==> src/rtl/dmux_pkg.sv <==
// Shared definitions for the 1:8 burst demux: channel count, select width
// and the scheduler state encoding.
package dmux_pkg;

  localparam int NUM_CH = 8;
  localparam int SEL_W  = 3;

  typedef enum logic [1:0] {
    IDLE = 2'd0,
    XFER = 2'd1,
    GAP  = 2'd2
  } state_t;

endpackage

==> src/rtl/dmux_1by8_w.sv <==
// Combinational 1:8 demux of a W-bit beat. Only the addressed channel sees
// the data; every other channel is held at zero.
module dmux_1by8_w
  import dmux_pkg::*;
#(
  parameter int W = 1
) (
  input  logic [W-1:0]        out_data,
  input  logic                out_valid,
  input  logic [SEL_W-1:0]    out_sel,
  output logic [NUM_CH*W-1:0] ch_data,
  output logic [NUM_CH-1:0]   ch_valid
);

  // Route the held beat to its channel, zero everywhere else.
  always_comb begin
    ch_valid = '0;
    ch_data  = '0;
    for (int k = 0; k < NUM_CH; k++) begin
      if (out_valid && (out_sel == SEL_W'(k))) begin
        ch_valid[k]       = 1'b1;
        ch_data[k*W +: W] = out_data;
      end
    end
  end

endmodule

==> src/rtl/dmux_1by8_burst_sched.sv <==
// Burst scheduler for the 1:8 demux: picks a channel per burst (round-robin
// or directed), buffers one beat in an output register with valid/ready
// backpressure, and abandons a burst whose channel stalls too long.
module dmux_1by8_burst_sched
  import dmux_pkg::*;
#(
  parameter int W         = 1,
  parameter int BURST_LEN = 4,
  parameter int STALL_MAX = 16
) (
  input  logic                clk,
  input  logic                rst,
  input  logic [W-1:0]        in_data,
  input  logic                in_valid,
  output logic                in_ready,
  input  logic                mode,
  input  logic [SEL_W-1:0]    dir_sel,
  input  logic [NUM_CH-1:0]   ch_ready,
  output logic [NUM_CH-1:0]   ch_valid,
  output logic [NUM_CH*W-1:0] ch_data,
  output logic [SEL_W-1:0]    sel,
  output logic                busy,
  output logic                stall_err
);

  localparam int BW = $clog2(BURST_LEN) + 1;
  localparam int SW = $clog2(STALL_MAX) + 1;

  state_t           state;
  logic [SEL_W-1:0] rr_ptr;
  logic             burst_dir;
  logic [BW-1:0]    beat_cnt;
  logic [SW-1:0]    stall_cnt;

  logic [W-1:0]     out_data;
  logic [SEL_W-1:0] out_sel;
  logic             out_valid;

  logic             drain;
  logic             fire;
  logic             stalled;
  logic             abort;

  // The held beat drains to its own channel, independent of the current burst.
  assign drain    = out_valid && ch_ready[out_sel];
  assign in_ready = (state == XFER) && (!out_valid || ch_ready[out_sel]);
  assign fire     = in_valid && in_ready;
  assign stalled  = (state == XFER) && out_valid && !ch_ready[out_sel];
  assign abort    = stalled && (stall_cnt == SW'(STALL_MAX - 1));
  assign busy     = (state == XFER) || (state == GAP);

  // Scheduler FSM, burst/stall counters, round-robin pointer and output register.
  always_ff @(posedge clk) begin
    if (rst) begin
      state     <= IDLE;
      rr_ptr    <= '0;
      burst_dir <= 1'b0;
      beat_cnt  <= '0;
      stall_cnt <= '0;
      sel       <= '0;
      stall_err <= 1'b0;
      out_data  <= '0;
      out_sel   <= '0;
      out_valid <= 1'b0;
    end else begin
      stall_err <= 1'b0;

      if (fire) begin
        out_data  <= in_data;
        out_sel   <= sel;
        out_valid <= 1'b1;
      end else if (drain || abort) begin
        out_valid <= 1'b0;
      end

      case (state)
        IDLE: begin
          if (in_valid) begin
            sel       <= mode ? dir_sel : rr_ptr;
            burst_dir <= mode;
            beat_cnt  <= '0;
            stall_cnt <= '0;
            state     <= XFER;
          end
        end
        XFER: begin
          if (abort) begin
            stall_err <= 1'b1;
            stall_cnt <= '0;
            state     <= GAP;
          end else begin
            if (drain) begin
              stall_cnt <= '0;
            end else if (stalled) begin
              stall_cnt <= stall_cnt + 1'b1;
            end
            if (fire) begin
              beat_cnt <= beat_cnt + 1'b1;
              if (beat_cnt == BW'(BURST_LEN - 1)) begin
                state <= GAP;
              end
            end
          end
        end
        GAP: begin
          if (!burst_dir) begin
            rr_ptr <= rr_ptr + 1'b1;
          end
          stall_cnt <= '0;
          state     <= IDLE;
        end
        default: state <= IDLE;
      endcase
    end
  end

  dmux_1by8_w #(.W(W)) u_demux (
    .out_data  (out_data),
    .out_valid (out_valid),
    .out_sel   (out_sel),
    .ch_data   (ch_data),
    .ch_valid  (ch_valid)
  );

endmodule

==> config.mk <==
export PLATFORM = sky130hd
export DESIGN_NAME = dmux_1by8_burst_sched
export DESIGN_NICKNAME = d
export VERILOG_FILES = /design/src/rtl/dmux_pkg.sv /design/src/rtl/dmux_1by8_w.sv /design/src/rtl/dmux_1by8_burst_sched.sv
export SDC_FILE = /design/constraint.sdc
export NUM_CORES = 1
export LEC_CHECK = 0
export CORE_MARGIN = 2
export CORE_UTILIZATION = 45
export CTS_BUF_LIST = sky130_fd_sc_hd__clkbuf_2 sky130_fd_sc_hd__clkbuf_4 sky130_fd_sc_hd__clkbuf_8
export CTS_CLUSTER_DIAMETER = 150
export CTS_CLUSTER_SIZE = 28
export DETAILED_ROUTE_END_ITERATION = 8
export HOLD_SLACK_MARGIN = 0.06
export MAX_ROUTING_LAYER = met4
export PLACE_DENSITY = 0.76
export SYNTH_ARGS = -nofsm -noshare
export SYNTH_HDL_FRONTEND = slang
export SYNTH_SLANG_ARGS = --single-unit
==> constraint.sdc <==
create_clock -name clk -period 5.1 [get_ports clk]
set_input_delay 1.02 -clock clk [delete_from_list [all_inputs] [get_ports clk]]
set_output_delay 1.02 -clock clk [all_outputs]
set_load 0.03 [all_outputs]
### After elaboration in Yosys (flattened, before gate mapping)

Cells that the tools add are included.

| word-level totals | value |
|---|---|
| bits in registers | 23 |
| input bits | 16 |
| output and inout port bits | 22 |
| word-level logic and storage cells | 99 |

| operators by class | value |
|---|---|
| add/sub/neg operators | 3 |
| magnitude comparators | 1 |
| eq/ne operators | 17 |
| multiplexer cells | 36 |
| bitwise operators | 2 |
| reduce and logical (&&, ||, !) cells | 30 |

Operators with widths:

| operator | number |
|---|---|
| 1-bit 2-to-1 mux | 20 |
| 5-bit 2-to-1 mux | 4 |
| 5-bit case mux with 3 select lines | 1 |
| 1-bit logical AND | 14 |
| 3-bit == test (second input constant) | 4 |
| 3-bit 2-to-1 mux | 4 |
| 3-bit by 2-bit == test with 1-bit output (second input constant) | 3 |
| 2-bit 2-to-1 mux | 4 |
| 3-bit by 1-bit adder with 3-bit output (second input constant) | 2 |
| 2-bit != test (second input constant) | 3 |
| 3-bit case mux with 2 select lines | 1 |
| 3-bit AND reduction | 2 |
| 5-bit by 1-bit adder with 5-bit output (second input constant) | 1 |
| 5-bit by 4-bit == test with 1-bit output (second input constant) | 1 |
| 3-bit by 4-bit less-than comparator with 1-bit output (second input constant) | 1 |
| 4-bit != test (second input constant) | 1 |
| 2-bit case mux with 2 select lines | 1 |
| 2-bit AND reduction | 2 |
| 4-bit AND reduction | 1 |
| 2-bit nonzero test | 2 |
| 1-bit binary-select mux with 3-bit select | 1 |
| 3-bit by 1-bit == test with 1-bit output (second input constant) | 1 |
| 3-bit zero test | 1 |
| 1-bit logical OR | 3 |
| 9 further kinds | 11 |

### Depth between registers and ports, before layout

Gate-level depths: netlist of the first run.

| depth | value |
|---|---|
| depth after elaboration | 8 |
| mapped depth | 8 |
| mapped depth without buffers | 7 |

### Modules after synthesis

Synthesis of the first run repeated with hierarchy kept, for this count alone.

| second synthesis, totals | value |
|---|---|
| cells, all modules | 153 |
| area, all modules | 1360.1 um2 |

Modules (own cells, without submodules):

| module | times used | cells each | area each (um2) | sequential area each (um2) |
|---|---|---|---|---|
| dmux_1by8_burst_sched | 1 | 130 | 1256.2 | 460.4 |
| dmux_1by8_w | 1 | 23 | 103.8 | 0.0 |

### Worst setup path before layout of the first run

Ideal clock, no wire load.

| timing | value |
|---|---|
| path kind | input-to-output |
| from | input ch_ready[5] |
| to | output in_ready |
| arrival time | 2024 ps |
| data required time | 4080 ps |
| path slack | 2056 ps |
| stages | 4 |
| path buffers | 0 |
| cells stage by stage | mux2_4 -> a2bb2oi_1 -> a21boi_2 -> nor2_1 |

| between the ends | value |
|---|---|
| cells in the longest elaborated chain, start to end | 4 |

RTL lines:

| what | RTL line | RTL |
|---|---|---|
| from (decl) | dmux_1by8_burst_sched.sv:18 | `input logic [NUM_CH-1:0] ch_ready,` |
| 1-bit binary-select mux with 3-bit select | dmux_1by8_burst_sched.sv:46 | `assign in_ready = (state == XFER) && (!out_valid \|\| ch_ready[out_sel]);` |
| 1-bit 2-to-1 mux (implied by the code) | dmux_1by8_burst_sched.sv:46 |  |
| 1-bit logical OR | dmux_1by8_burst_sched.sv:46 |  |
| 1-bit logical AND | dmux_1by8_burst_sched.sv:46 |  |
| to (decl) | dmux_1by8_burst_sched.sv:15 | `output logic in_ready,` |

Every way passes these cells. The select of a mux whose other input is x is not followed.

### Worst setup path in the final report of the first run

| timing | value |
|---|---|
| from | input ch_ready[7] |
| to | output in_ready |

The elaborated chain is that of the path after synthesis.

==> results.sh, run 1 <==
export IMPL_outcome="completed"
export IMPL_peakVddDrop_mv=0.113
export IMPL_antennaDiodeCount=0
export IMPL_ant_nets=0
export IMPL_antenna_found_initial=0
export IMPL_grt_total_usage_pct=19.5
export IMPL_hold_class="flop to flop"
export IMPL_first_pass_iters=5
export IMPL_dr_max_layer_used="met4"
export IMPL_critPathTopFamily="buffers and inverters"
export IMPL_p_per_area_nw_per_um2=200
export IMPL_cp_start_kind="input port"
export IMPL_start_util_pct=48.6
export IMPL_core_area_um2=2810
export IMPL_die_area_um2=3480
export IMPL_post_route_min_period_ns=4.01
export IMPL_cts_hold_fix_buffers=0
export IMPL_clk_latency_ns=0.31
export IMPL_vias=1287
export IMPL_wl_per_cell_um=13.3
export IMPL_syn_nets=194
export IMPL_slowest_stage="clkdlybuf4s50_1"
export IMPL_cts_buffers=3
export IMPL_rsz0062_at_grt="false"
export IMPL_synth_warnings=0
export IMPL_most_common_layout_cells="clkdlybuf4s50_1, nor2_1, dfxtp_1, nand2_1, a21oi_1"
export IMPL_cts_buffer_depth=2
export IMPL_io_pins=38
export IMPL_crit_path_max_incr_delay_ns=0.68
export IMPL_final_hold_viol_count=0
export IMPL_finalWorstSetupSlack_ns=1.09
export IMPL_post_route_drc_count=0
export IMPL_port_buffers=37
export IMPL_dr_wl_met2_um=1490
export IMPL_final_setup_tns_ns=0
export IMPL_worst_pin_slew_ns=0.904
export IMPL_drv_cap=0
export IMPL_fp_dieH_um=59.0
export IMPL_area_delta_synth_final_pct=28.4
export IMPL_period_share_pct=78.5
export IMPL_critPathMostFrequentCell="clkdlybuf4s50_1"
export IMPL_path_cells="clkdlybuf4s50_1 > mux2_4 > a2bb2oi_1 > a21boi_2 > nor2_1 > clkdlybuf4s50_1"
export IMPL_grt_ovfl_total=0
export IMPL_pre_cts_ws_ns=1.13
export IMPL_htreeDepth=1
export IMPL_slew_viol_final=0
export IMPL_fp_row_count=19
export IMPL_critical_path_required_ns=4.08
export IMPL_final_setup_skew_ns=0.00968
export IMPL_synth_edf_count=0
export IMPL_clk_pin_slew_worst_paths_ns=0.12
export IMPL_grt_pass1_wl_um=5050
export IMPL_path_max_fanout=8
export IMPL_postCtsSetupRepairBufs=0
export IMPL_async_reset_ff_share_pct=0
export IMPL_syn_cell_area_um2=1360
export IMPL_cts_tree="done"
export IMPL_cts_resized=0
export IMPL_dp_cells=227
export IMPL_syn_avg_cell_area_um2=8.06
export IMPL_relSlewSlack_pct=39.5
export IMPL_finalSetupViolCount=0
export IMPL_ys_seq_area_share_pct=33.8
export IMPL_met1_length_um=1350
export IMPL_layout_commonest_cell="clkdlybuf4s50_1"
export IMPL_stdcell_count=231
export IMPL_holdWs_ns=0.481
export IMPL_power_leakage_uw=0.000626
export IMPL_wl_met3_um=203
export IMPL_die_w_um=59.0
export IMPL_end_kind="primary output"
export IMPL_drt_wl_total_um=3060
export IMPL_gp_congestion=0.815
export IMPL_synth_flop_cell="dfxtp_1"
export IMPL_drive_above_1_share_pct=4.00
export IMPL_synthCells=169
export IMPL_cts_sinks=23
export IMPL_cp_num_buf_inv=2
export IMPL_fmax_mhz=250
export IMPL_synth_seq_cells=23
export IMPL_clockRootBuffer="clkbuf_4"
export IMPL_critPathKind="input port to primary output"
export IMPL_drt_first_iter_violations=106
export IMPL_fin_util_pct=62.4
export IMPL_grt_max_degree=27
export IMPL_nets=226
export IMPL_worstPathArrival_ns=2.99
export IMPL_dp_hpwl_um=2420
export IMPL_grt_pass1_vias=1166
export IMPL_via_per_inst=5.57
export IMPL_synth_cell_types=38
sequential cells by signal, indices dropped and copies added (netlist names):
| name | count |
|---|---|
| beat_cnt | 3 |
| out_valid | 1 |
| sel | 3 |
| out_sel | 3 |
| stall_cnt | 5 |
| burst_dir | 1 |
| stall_err | 1 |
| out_data | 1 |
| state | 2 |
| rr_ptr | 3 |
logic make-up after synthesis:
family	share of synthesized area [%]
flip-flops	33.8
AO/OA/AOI/OAI	18.5
multiplexers	6.98
XOR/XNOR	1.29
adder cells (fa/ha/maj)	8.26
AND/OR/NAND/NOR	25.3
buffers and inverters	5.88
layout make-up:
| class | instances | area (µm²) |
|---|---|---|
| fill | 253 | 1060 |
| multi-input combinational | 128 | 822 |
| sequential | 23 | 460 |
| timing repair buffer | 37 | 370 |
| tap | 31 | 38.8 |
| inverter | 8 | 30.0 |
| clock buffer | 3 | 22.5 |
| clock inverter | 1 | 5.00 |
through the flow:
stage / total power [µW] / instance area [µm²]
floorplan: 243 / 1360
finish: 350 / 1750
global placement: 267 / 1720
detailed placement: 270 / 1720
global route: 370 / 1750
CTS: 352 / 1750
path summary, 6_finish.rpt:
check	from	end	slack, ns	cells after the start
worst max-delay path	ch_ready[7]	in_ready	1.09	6
worst min register to register	stall_cnt[1]$_SDFFE_PP0P_	stall_cnt[1]$_SDFFE_PP0P_	0.48	2
worst max register to register	out_sel[1]$_SDFFE_PP0P_	stall_cnt[3]$_SDFFE_PP0P_	2.88	5
worst min-delay path	stall_cnt[1]$_SDFFE_PP0P_	stall_cnt[1]$_SDFFE_PP0P_	0.48	2
power by group:
part / switching, µW / internal, µW / leakage [µW] / total, µW
registers: 6.67 / 185 / 0.000187 / 192
logic: 41.2 / 32.9 / 0.000422 / 74.1
clock network: 54.2 / 29.2 / 0.0000177 / 83.4
total: 102 / 248 / 0.000626 / 350
worst reg2reg max path: stages, from the launching register on:
cell	delay [ns]
dfxtp_1	0.64
mux2_4	0.34
a2bb2oi_1	0.19
a211oi_1	0.63
a22oi_1	0.14
a21oi_1	0.20
per-layer routing:
metal / global-route usage (%) / vias up
met5: - / -
met4: 5.84 / 0
met3: 3.06 / 4
met2: 35.1 / 43
met1: 22.0 / 578
li1: - / 662
Yosys cell counts, types with 2 or more instances:
library cell	count	area, µm²
a211oi_1	4	30.0
a21oi_1	11	55.1
a22oi_1	3	22.5
clkbuf_1	6	22.5
dfxtp_1	23	460
ha_1	9	113
inv_1	8	30.0
mux2i_1	8	80.1
nand2_1	11	41.3
nand2b_1	6	37.5
nand3_1	5	25.0
nand3b_1	2	15.0
nand4_1	5	31.3
nor2_1	27	101
nor2b_1	6	37.5
nor3_1	6	30.0
o21ai_0	2	10.0
o22ai_1	3	18.8
o31ai_1	5	37.5
Note: power is estimated with default switching activity, not from simulation.
==> run 2: changes to the inputs <==
--- a/config.mk
+++ b/config.mk
@@ -6,14 +6,14 @@
 export NUM_CORES = 1
 export LEC_CHECK = 0
 export CORE_MARGIN = 2
-export CORE_UTILIZATION = 45
+export CORE_UTILIZATION = 44
 export CTS_BUF_LIST = sky130_fd_sc_hd__clkbuf_2 sky130_fd_sc_hd__clkbuf_4 sky130_fd_sc_hd__clkbuf_8
 export CTS_CLUSTER_DIAMETER = 150
 export CTS_CLUSTER_SIZE = 28
 export DETAILED_ROUTE_END_ITERATION = 8
 export HOLD_SLACK_MARGIN = 0.06
 export MAX_ROUTING_LAYER = met4
-export PLACE_DENSITY = 0.76
+export PLACE_DENSITY = 0.77
 export SYNTH_ARGS = -nofsm -noshare
 export SYNTH_HDL_FRONTEND = slang
 export SYNTH_SLANG_ARGS = --single-unit
==> constraint.sdc (replaced) <==
create_clock -name clk -period 3.34 [get_ports clk]
set_input_delay 0.668 -clock clk [delete_from_list [all_inputs] [get_ports clk]]
set_output_delay 0.668 -clock clk [all_outputs]
set_load 0.03 [all_outputs]
==> run 2 against run 1 <==
Net effect:
- setup slack worse by 0.95 ns
- clock skew is 0.0020 ns lower
- first-iteration DRC count is 61% lower
- register-to-register slack worse by 1.8 ns
- clock power is 52% higher
- combinational power is 55% higher
- sequential share of layout area is 0.15 points lower
- largest power group unchanged
- hold slack better by 0.0095 ns
==> results.sh, run 2 (same netlist as run 1, synthesis figures left out) <==
export IMPL_outcome="completed"
export IMPL_first_pass_iters=4
export IMPL_cts_buffer_depth=2
export IMPL_postCtsSetupRepairBufs=0
export IMPL_design_area_um2=1760
export IMPL_layout_commonest_cell="clkdlybuf4s50_1"
export IMPL_ant_nets=0
export IMPL_grt_total_usage_pct=19.1
export IMPL_grt_ovfl_total=0
export IMPL_start_util_pct=45.4
export IMPL_dp_cells=230
export IMPL_io_pins=38
export IMPL_most_common_layout_cells="clkdlybuf4s50_1, nor2_1, dfxtp_1, nand2_1, a21oi_1"
export IMPL_fp_row_count=20
export IMPL_cp_num_buf_inv=2
export IMPL_fp_dieH_um=59.7
export IMPL_worstPathArrival_ns=2.53
export IMPL_critPathTopFamily="buffers and inverters"
export IMPL_grt_pass1_vias=1176
export IMPL_die_w_um=59.7
export IMPL_htreeDepth=1
export IMPL_cts_resized=0
export IMPL_power_leakage_uw=0.000632
export IMPL_p_per_area_nw_per_um2=304
export IMPL_cts_buffers=3
export IMPL_regMostFlops="stall_cnt"
export IMPL_critPathKind="input port to primary output"
export IMPL_finalWorstSetupSlack_ns=0.142
export IMPL_drv_cap=0
export IMPL_post_route_drc_count=0
export IMPL_vias=1304
export IMPL_critPathMostFrequentCell="clkdlybuf4s50_1"
export IMPL_crit_path_max_incr_delay_ns=0.69
export IMPL_startpoint="ch_ready[5]"
export IMPL_drt_first_iter_violations=41
export IMPL_cp_start_kind="input port"
export IMPL_period_share_pct=95.7
export IMPL_slew_viol_final=0
export IMPL_path_max_fanout=4
export IMPL_antennaDiodeCount=0
export IMPL_pre_cts_ws_ns=0.124
export IMPL_post_dp_cell_area_um2=1730
export IMPL_port_buffers=37
export IMPL_grt_pass1_wl_um=5090
export IMPL_via_per_inst=5.57
export IMPL_drive_above_1_share_pct=4.48
export IMPL_drt_wl_total_um=3050
export IMPL_core_area_um2=3000
export IMPL_clk_pin_slew_worst_paths_ns=0.12
export IMPL_largest_reg_flops=5
export IMPL_critical_path_required_ns=2.67
export IMPL_stdcell_count=234
export IMPL_clk_latency_ns=0.31
export IMPL_final_hold_viol_count=0
export IMPL_peakVddDrop_mv=0.232
export IMPL_final_setup_skew_ns=0.00773
export IMPL_min_from="stall_cnt[1]$_SDFFE_PP0P_"
export IMPL_fmax_mhz=313
export IMPL_worst_pin_slew_ns=0.907
export IMPL_clockRootBuffer="clkbuf_4"
export IMPL_grt_max_degree=27
export IMPL_path_cells="clkdlybuf4s50_1 > mux2_4 > a2bb2oi_1 > a21boi_2 > nor2_1 > clkdlybuf4s50_1"
export IMPL_slowest_stage="clkdlybuf4s50_1"
export IMPL_die_area_um2=3560
export IMPL_cts_hold_fix_buffers=0
export IMPL_hold_class="flop to flop"
export IMPL_rsz0062_at_grt="false"
export IMPL_cts_tree="done"
export IMPL_nets=227
export IMPL_dp_hpwl_um=2380
export IMPL_final_setup_tns_ns=0
export IMPL_r2r_start="out_sel[1]$_SDFFE_PP0P_"
export IMPL_post_route_min_period_ns=3.20
export IMPL_relSlewSlack_pct=39.4
export IMPL_nFillCells=271
export IMPL_antenna_found_initial=0
export IMPL_cts_sinks=23
export IMPL_end_kind="primary output"
export IMPL_area_delta_synth_final_pct=29.1
export IMPL_gp_congestion=0.818
export IMPL_finalSetupViolCount=0
export IMPL_wl_per_cell_um=13.0
-- run 2: path summary, 6_finish.rpt --
kind / slack, ns / cells past startpoint / endpoint
worst max-delay path: 0.14 / 6 / in_ready
worst min register to register: 0.49 / 2 / stall_cnt[1]$_SDFFE_PP0P_
worst min-delay path: 0.49 / 2 / stall_cnt[1]$_SDFFE_PP0P_
worst max register to register: 1.11 / 5 / stall_cnt[2]$_SDFFE_PP0P_
-- run 2: tightest hold or removal path, delay by kind of cell (launching register included) --
kind               cells  cell delay (ns)
AOI/OAI and AO/OA      1             0.05
and+or+nand+nor        1             0.06
DFF                    1             0.35
-- run 2: final cells by class --
cell class                 instances  area, µm²  share of cell area (%)
clock inverter                     1       5.00                   0.284
tap                               33       41.3                    2.35
inverter                           8       30.0                    1.71
clock buffer                       3       22.5                    1.28
sequential                        23        460                    26.2
multi-input combinational        128        822                    46.7
timing repair buffer              38        378                    21.5
-- run 2: stage by stage --
stage	hold slack, ns	power (µW)	utilization, %
floorplan	0.449	370	-
global placement	0.462	409	57.7
detailed placement	0.470	413	57.7
CTS	0.494	538	58.6
global route	0.521	564	58.6
finish	0.491	535	58.6
-- run 2: metal layers --
layer  global-route usage [%]  vias to the layer above  wire (µm)
met3                     3.25                        5        172
li1                         -                      663          -
met1                     22.5                      594       1330
met4                     8.25                        0         43
met5                        -                        -          0
met2                     32.0                       42       1510
-- run 2: where the power goes --
part	internal (µW)	switching [µW]	total, µW
combinational	50.7	64.1	115
sequential	283	9.69	293
clock	44.7	82.4	127
total	379	156	535
